File: config.mk
export PLATFORM = sky130hd
export DESIGN_NAME = pwm32_seq
export DESIGN_NICKNAME = d
export VERILOG_FILES = /design/src/rtl/pwm32_seq_pkg.sv /design/src/rtl/pwm32_seq_tbl.sv /design/src/rtl/pwm32_seq.sv
export SDC_FILE = /design/constraint.sdc
export NUM_CORES = 1
export LEC_CHECK = 0
export CORE_UTILIZATION = 50
export DETAILED_ROUTE_END_ITERATION = 6
export GPL_ROUTABILITY_DRIVEN = 0
export GPL_TIMING_DRIVEN = 0
export PLACE_DENSITY = 0.75
export SETUP_SLACK_MARGIN = 0.4
export SYNTH_ARGS = -nofsm -noshare
export SYNTH_HDL_FRONTEND = slang
export SYNTH_SLANG_ARGS = --single-unit
File: constraint.sdc
create_clock -name clk -period 5.5 [get_ports clk]
set_clock_uncertainty 0.2 [all_clocks]
set_input_delay 0.825 -clock clk [delete_from_list [all_inputs] [get_ports clk]]
set_output_delay 0.825 -clock clk [all_outputs]
set_load 0.02 [all_outputs]
File: src/rtl/pwm32_seq_pkg.sv
// rtl/pwm32_seq_pkg.sv - shared types and constants for the PWM sequencer
package pwm32_seq_pkg;

    localparam int DEPTH  = 8;
    localparam int IDX_W  = 3;
    localparam int RPT_W  = 8;
    localparam int DATA_W = 32;

    typedef enum logic [1:0] {
        ST_IDLE = 2'd0,
        ST_LOAD = 2'd1,
        ST_RUN  = 2'd2,
        ST_DONE = 2'd3
    } state_e;

    // One sequence step: timer period, PWM compare value, extra repeats.
    typedef struct packed {
        logic [DATA_W-1:0] period;
        logic [DATA_W-1:0] cmp;
        logic [RPT_W-1:0]  rpt;
    } entry_t;

endpackage

File: src/rtl/pwm32_seq_tbl.sv
// rtl/pwm32_seq_tbl.sv - 8-entry sequence table, one write port, async read
module pwm32_seq_tbl
    import pwm32_seq_pkg::*;
(
    input  logic             clk,
    input  logic             rst_n,
    input  logic             wr_en_i,
    input  logic [IDX_W-1:0] wr_addr_i,
    input  entry_t           wr_data_i,
    input  logic [IDX_W-1:0] rd_addr_i,
    output entry_t           rd_data_o
);

    entry_t mem_q [DEPTH];

    // Register file; a read in the same cycle as a write sees the old word.
    always_ff @(posedge clk or negedge rst_n) begin
        if (!rst_n) begin
            for (int i = 0; i < DEPTH; i++) begin
                mem_q[i] <= '0;
            end
        end else if (wr_en_i) begin
            mem_q[wr_addr_i] <= wr_data_i;
        end
    end

    assign rd_data_o = mem_q[rd_addr_i];

endmodule

File: src/rtl/pwm32_seq.sv
// rtl/pwm32_seq.sv - table-driven PWM timer sequencer
module pwm32_seq
    import pwm32_seq_pkg::*;
(
    input  logic              clk,
    input  logic              rst_n,
    input  logic              en,
    input  logic              start,
    input  logic              stop,
    input  logic              loop,
    input  logic [3:0]        seq_len,
    input  logic              wr_en,
    input  logic [IDX_W-1:0]  wr_addr,
    input  logic [DATA_W-1:0] wr_period,
    input  logic [DATA_W-1:0] wr_cmp,
    input  logic [RPT_W-1:0]  wr_rpt,
    input  logic              to_flag,
    output logic              tmr_en,
    output logic              pwm_en,
    output logic [DATA_W-1:0] period,
    output logic [DATA_W-1:0] pwm_cmp,
    output logic              busy,
    output logic [IDX_W-1:0]  idx,
    output logic              done,
    output logic              err
);

    state_e            state_q, state_d;
    logic [IDX_W-1:0]  idx_q, idx_d;
    logic [DATA_W-1:0] period_q, period_d;
    logic [DATA_W-1:0] cmp_q, cmp_d;
    logic [RPT_W-1:0]  rpt_q, rpt_d;
    logic              stop_q, stop_d;
    logic              err_q, err_d;
    logic              tf_q;

    entry_t            wr_entry;
    entry_t            rd_entry;
    logic [IDX_W-1:0]  rd_addr;
    logic [IDX_W-1:0]  nxt_idx;
    logic              boundary;
    logic              last_entry;
    logic              len_ok;
    logic              stop_pend;

    assign wr_entry = '{period: wr_period, cmp: wr_cmp, rpt: wr_rpt};

    pwm32_seq_tbl u_tbl (
        .clk       (clk),
        .rst_n     (rst_n),
        .wr_en_i   (wr_en),
        .wr_addr_i (wr_addr),
        .wr_data_i (wr_entry),
        .rd_addr_i (rd_addr),
        .rd_data_o (rd_entry)
    );

    // A period ends on the rising edge of the timer's timeout flag.
    assign boundary   = (state_q == ST_RUN) && to_flag && !tf_q;
    // ">=" keeps the sequence bounded if seq_len shrinks below idx mid-run.
    assign last_entry = (({1'b0, idx_q} + 4'd1) >= seq_len);
    assign nxt_idx    = last_entry ? '0 : idx_q + 3'd1;
    assign len_ok     = (seq_len != 4'd0) && (seq_len <= 4'(DEPTH));
    assign stop_pend  = stop_q || stop;
    // LOAD reads the current entry; in RUN the table is pre-addressed at the
    // entry that a boundary would advance to.
    assign rd_addr    = (state_q == ST_RUN) ? nxt_idx : idx_q;

    // FSM state register.
    always_ff @(posedge clk or negedge rst_n) begin
        if (!rst_n) begin
            state_q <= ST_IDLE;
        end else begin
            state_q <= state_d;
        end
    end

    // FSM next-state logic; en low overrides everything.
    always_comb begin
        state_d = state_q;
        if (!en) begin
            state_d = ST_IDLE;
        end else begin
            case (state_q)
                ST_IDLE: if (start && len_ok) state_d = ST_LOAD;
                ST_LOAD: state_d = ST_RUN;
                ST_RUN: begin
                    if (boundary) begin
                        if (stop_pend) begin
                            state_d = ST_DONE;
                        end else if ((rpt_q == '0) && last_entry && !loop) begin
                            state_d = ST_DONE;
                        end
                    end
                end
                ST_DONE: state_d = ST_IDLE;
                default: state_d = ST_IDLE;
            endcase
        end
    end

    // FSM outputs decoded from the current state.
    always_comb begin
        tmr_en = (state_q == ST_RUN);
        pwm_en = (state_q == ST_RUN);
        busy   = (state_q != ST_IDLE);
        done   = (state_q == ST_DONE);
    end

    // Datapath next values: entry loads, repeat countdown, stop latch, err.
    always_comb begin
        idx_d    = idx_q;
        period_d = period_q;
        cmp_d    = cmp_q;
        rpt_d    = rpt_q;
        stop_d   = stop_q;
        err_d    = 1'b0;
        if (!en) begin
            stop_d = 1'b0;
            idx_d  = '0;
        end else begin
            case (state_q)
                ST_IDLE: begin
                    stop_d = 1'b0;
                    if (start) begin
                        if (len_ok) idx_d = '0;
                        else        err_d = 1'b1;
                    end
                end
                ST_LOAD: begin
                    stop_d   = 1'b0;
                    period_d = rd_entry.period;
                    cmp_d    = rd_entry.cmp;
                    rpt_d    = rd_entry.rpt;
                end
                ST_RUN: begin
                    if (stop) stop_d = 1'b1;
                    if (boundary) begin
                        if (stop_pend) begin
                            stop_d = 1'b0;
                        end else if (rpt_q != '0) begin
                            rpt_d = rpt_q - RPT_W'(1);
                        end else if (!last_entry || loop) begin
                            idx_d    = nxt_idx;
                            period_d = rd_entry.period;
                            cmp_d    = rd_entry.cmp;
                            rpt_d    = rd_entry.rpt;
                        end
                    end
                end
                default: stop_d = 1'b0;
            endcase
        end
    end

    // Datapath registers and the timeout-flag history.
    always_ff @(posedge clk or negedge rst_n) begin
        if (!rst_n) begin
            idx_q    <= '0;
            period_q <= '0;
            cmp_q    <= '0;
            rpt_q    <= '0;
            stop_q   <= 1'b0;
            err_q    <= 1'b0;
            tf_q     <= 1'b0;
        end else begin
            idx_q    <= idx_d;
            period_q <= period_d;
            cmp_q    <= cmp_d;
            rpt_q    <= rpt_d;
            stop_q   <= stop_d;
            err_q    <= err_d;
            tf_q     <= to_flag;
        end
    end

    assign period  = period_q;
    assign pwm_cmp = cmp_q;
    assign idx     = idx_q;
    assign err     = err_q;

endmodule

Word level (Yosys, flattened, before mapping)
Index checks and enable logic that the tools add are counted.

word-level totals
  output and inout bits = 72
  register bits after elaboration = 656
  word-level logic and storage cells = 127
  bits of input ports = 87

operators by class
  reductions and logical operators = 22
  add/subtract/negate cells = 3
  magnitude comparators = 5
  equality and inequality tests = 17
  muxes and demuxes = 46
  bitwise operators = 2

operator list
  kind                 count
  $bwmux 576           1
  $mux 32              8
  $bmux 72 s3          1
  $demux 72 s3         1
  $mux 72              3
  $pmux 32 s2          2
  $mux 8               4
  $mux 3               9
  $pmux 8 s2           1
  $ne 3x3->1 const B   5
  $mux 2               5
  $mux 1               9
  $ge 4x4->1 const B   2
  $logic_not 8->1      1
  $not 3->4            2
  $pmux 2 s4           1
  $reduce_bool 8->1    1
  $sub 8x1->8 const B  1
  $logic_and 1x1->1    7
  $reduce_and 7->1     1
  $ne 3x1->1 const B   2
  $ne 3x2->1 const B   2
  $pmux 3 s2           1
  $reduce_and 6->1     1
  17 further kinds     24

Depth between registers and ports, before layout
  word-level depth = 13
  depth in mapped cells = 13
  gate-level depth less buffers = 10

By module
A second synthesis with hierarchy kept.

unflattened totals
  cells, all modules = 1,759
  area, all modules = 29,480.8 um^2

by module, submodules not included
  module         area an instance (um^2)  sequential area each (um^2)  instances  cells each
  pwm32_seq_tbl  25,889.8                 14,413.8                     1          1,479
  pwm32_seq      3,590.9                  2,001.9                      1          280

Worst setup path after synthesis
OpenSTA, ideal clock, no wires.

  path type = register -> register
  from = register idx_q[1] (netlist: idx[1])
  to = register period_q[0] (netlist: period[0])
  period minus slack after synthesis = 3.862 ns
  required time = 5.171 ns
  data arrival time = 3.534 ns
  setup time = 0.129 ns
  path slack = 1.638 ns
  stages on the path, launching flop included = 13
  path buffers = 4
  cell sequence = dfrtp_1 > buf_2 > buf_2 > buf_1 > and3_1 > ha_1 > a21oi_2 > o311ai_2 > nand2_1 > clkbuf_1 > mux2_2 > o211ai_1 > nand3_1

on the way
  longest elaborated chain between the ends = 13
  elaborated cells on any way between the ends = 18
  those cells by class = 2 x add/sub; 1 x order compare; 1 x eq/ne; 10 x mux; 1 x bitwise; 3 x reduce/logical

RTL lines
  item                                        line                 source
  from (decl)                                 pwm32_seq.sv:29      logic [IDX_W-1:0] idx_q, idx_d;
  from (signal assigned)                      pwm32_seq.sv:167     idx_q <= idx_d;
  $add 3x1->4                                 pwm32_seq.sv:61      assign last_entry = (({1'b0, idx_q} + 4'd1) >= seq_len);
  $ge 4x4->1                                  pwm32_seq.sv:61
  $mux 3                                      pwm32_seq.sv:62      assign nxt_idx = last_entry ? '0 : idx_q + 3'd1;
  $mux 3                                      pwm32_seq.sv:67      assign rd_addr = (state_q == ST_RUN) ? nxt_idx : idx_q;
  $not 3->4 (implied by the code)             pwm32_seq_tbl.sv:27  assign rd_data_o = mem_q[rd_addr_i];
  $bmux 72 s3                                 pwm32_seq_tbl.sv:27
  $mux 72 (implied by the code) (2 in a row)  pwm32_seq_tbl.sv:27
  $mux 32                                     pwm32_seq.sv:143     end else if (!last_entry || loop) begin
  $mux 32                                     pwm32_seq.sv:141     end else if (rpt_q != '0) begin
  $mux 32                                     pwm32_seq.sv:139     if (stop_pend) begin
  $mux 32                                     pwm32_seq.sv:138     if (boundary) begin
  $pmux 32 s2                                 pwm32_seq.sv:122     case (state_q)
  to (signal assigned)                        pwm32_seq.sv:168     period_q <= period_d;
  to (decl)                                   pwm32_seq.sv:30      logic [DATA_W-1:0] period_q, period_d;

Several ways; a longest one is shown, not always the timed one. The select of a mux whose other input is x is not followed.
A chain may end at the register's enable or synchronous reset.

Final worst setup path
  from = register idx_q[1] (netlist: idx[1])
  to = register rpt_q[0]

on the way
  longest elaborated chain between the ends = 13
  elaborated cells on any way between the ends = 18
  those cells by class = 2 x add/sub; 1 x order compare; 1 x eq/ne; 10 x mux; 1 x bitwise; 3 x reduce/logical

RTL lines
  item                                        line                 source
  $add 3x1->4                                 pwm32_seq.sv:61
  $ge 4x4->1                                  pwm32_seq.sv:61
  $mux 3                                      pwm32_seq.sv:62
  $mux 3                                      pwm32_seq.sv:67
  $not 3->4 (implied by the code)             pwm32_seq_tbl.sv:27
  $bmux 72 s3                                 pwm32_seq_tbl.sv:27
  $mux 72 (implied by the code) (2 in a row)  pwm32_seq_tbl.sv:27
  $mux 8                                      pwm32_seq.sv:143
  $mux 8                                      pwm32_seq.sv:141
  $mux 8                                      pwm32_seq.sv:139
  $mux 8                                      pwm32_seq.sv:138
  $pmux 8 s2                                  pwm32_seq.sv:122
  to (signal assigned)                        pwm32_seq.sv:170     rpt_q <= rpt_d;
  to (decl)                                   pwm32_seq.sv:32      logic [RPT_W-1:0] rpt_q, rpt_d;

Several ways; a longest one is shown, not always the timed one. The select of a mux whose other input is x is not followed.

==> qor.yml <==
hold_path:
  worstHoldPathCells: 2
  hp-class: "flop to flop"
  worstHoldStart: "period[26]"
pwr:
  power.density_mw_per_mm2: 482
  p_leak_nw: 14.9
  ir_worst_vdd_v: 0.000299
  total_power_w: 0.0174
routing:
  drt_first_pass_iters: 7
  detail_route.wl_per_cell_um: 26.1
  routed_wl_um: 92300
  via_per_inst: 6.41
  dr.first_iter.drc_count: 2488
  postRouteAntennaNets: 0
  drc: 3
  via_count: 22600
timing:
  setup_tns_ps: 0
  post-route-period-util: 0.925
  timing.final.max_slew_violations: 0
  tightest_slew_ps: 1240
  max_slew_margin: 0.171
  max_freq_mhz: 197
  rsz0062_at_grt: "no"
  final_hold_viol_count: 0
  period_needed_ps: 5090
  setup_viol: 0
logic_synthesis:
  yosysSeqAreaShare: 0.531
  synth_area_leaders: "dfrtp_1 (53%), mux2_2 (23%), a211oi_1 (2.7%)"
  syn-instance-count: 2453
  synth_cell_type_count: 63
  synth_top_area_share: 0.531
  syn_area_mm2: 0.0309
  yosys_warnings: 0
  synth_edf_count: 0
  yosysTopAreaCell: "dfrtp_1"
  synthArstFlopShare: 1.00
  syn-num-nets: 2550
  avgSynthCellArea_um2: 12.6
  synth_top_flop_cell: "dfrtp_1"
  yosys_register_bits: 656
critical_path:
  ff2ff_path_depth: 12
  crit_type: "flop to flop"
  crit_required_ps: 5790
  ff2ff_setup_slack_ps: 410
  worstPathCellList: "buf_2 -> buf_4 -> buf_2 -> and3_1 -> ha_1 -> a21oi_2 -> o311ai_4 -> nand2_2 -> clkbuf_1 -> mux2i_1 -> a22oi_1 -> a221o_1"
  rr_endpoint: "rpt_q[0]"
  end_kind: "flop"
  r2r_start: "idx[1]"
  path_max_fanout: 10
  crit_slowest_cell: "clkbuf_1"
  arrival_ps: 5370
  critPathCapture: "rpt_q[0]"
  max_stage_delay_ps: 760
  start_kind: "flop"
  cp_common_cell: "buf_2"
  startpoint: "idx[1]"
placed_design:
  io_buffers: 156
  dp.cells: 3398
  dp_hpwl_um: 63000
final_layout:
  final_nets: 2787
  fin_util: 0.594
  layout_commonest_cell: "dfrtp_1"
  stdcell_count: 3530
  drive_above_1_share: 0.296
  final_cell_mix: "dfrtp_1 (656), mux2_2 (628), nand2_1 (165)"
  syn_to_final_growth_pct: 16.8
grt:
  grt_pass1_vias: 23300
  grt.total_usage: 0.295
  grt_pass1_wl_um: 141000
  grt_max_degree: 131
  overflow: 0
  antenna_found_initial: 7
status:
  outcome: "complete, but fails checks"
  violations: "DRC"
floorplanning:
  placementRows: 90
  core-area_mm2: 0.0607
  initial_utilization: 0.509
  die_y_um: 251
  ios: 159
  die_w_um: 251
  die_area_mm2: 0.0628
clocking:
  h-tree-depth: 3
  ctsRootBufferMaster: "clkbuf_16"
  path_clk_slew_ps: 60
  clockBufferDepth: 3
  postCtsSetupBuffers: 0
  cts.sinks: 656
  clk_latency_ps: 610
  cts_tree: "done"
  cts-buffers-inserted: 71
job:
  max_cap_violations: 0
## cell type report
type | instances | area (um^2)
timing repair buffer | 164 | 1740
fill | 4672 | 24600
antenna | 2 | 5.00
clock inverter | 24 | 279
tap | 782 | 978
sequential | 656 | 16400
inverter | 12 | 45.0
multi-input combinational | 1588 | 13600
buffer | 197 | 862
clock buffer | 105 | 2130
## cell families after synthesis
family,count (synthesis),share of synthesized area
flip-flops,656,0.531
buffers and inverters,209,0.0283
AO/OA/AOI/OAI,525,0.128
multiplexers,709,0.255
XOR/XNOR,1,0.000284
AND/OR/NAND/NOR,343,0.0531
adder cells (fa/ha/maj),10,0.00405
## synthesized netlist by cell type (all sizes together), types with 7 or more instances
cell type,count
dfrtp,656
ha,10
a21oi,126
o211ai,56
nand3,48
nor3,12
mux2,628
nor2,22
a211oi,112
nand2,166
a211o,91
buf,49
o21ai,16
inv,12
clkbuf,148
a221o,21
o2bb2ai,64
a221oi,7
and3,69
mux2i,81
## through the flow
stage	hold slack, ps	worst slack, ps	cell area, um^2
final	282	411	36100
after global routing	308	414	36100
after CTS	284	477	36100
after detailed placement	272	-519	33600
after global placement	274	-24370	33400
after floorplan	272	1640	30900
## worst min-delay path by stage
stage / to / slack [ps]
after CTS: period[26] / 280
after global placement: period[27] / 270
after global routing: period[26] / 310
final: period[26] / 280
after detailed placement: pwm_cmp[11] / 270
after floorplan: u_tbl.mem_q[575] / 270
## per-layer routing
layer,part of all wire,global-route usage,up-vias
li1,-,-,9647
met3,0.083,0.0590,242
met5,0.00075,0,-
met4,0.043,0.126,10
met1,0.40,0.392,11700
met2,0.47,0.471,1062
## worst max-delay path: cells and delay by family (launching register included)
family                     cells  cell delay, ps
AOI/OAI and AO/OA              4            1170
adders and majority gates      1             270
buffers and inverters          4            1950
DFF                            1             370
muxes                          1             320
and+or+nand+nor                2             680
## power by group
group	internal [W]	switching [W]	total (W)
combinational	0.00242	0.00323	0.00565
sequential	0.00603	0.000775	0.00681
clock	0.00293	0.00200	0.00493
## what timing repair did
action                                  CTS  global route
hold buffers                              1             0
endpoints found under the hold margin    55             0
gates resized for setup                  15            10
endpoints found under the setup margin   72            64
## state kept, by name (all words and copies together), names as in the netlist, 2 cells and up
signal / cells
u_tbl.mem_q: 576
period: 32
pwm_cmp: 32
rpt_q: 8
idx: 3
state_q: 2
(Power assumes the default switching activity.)
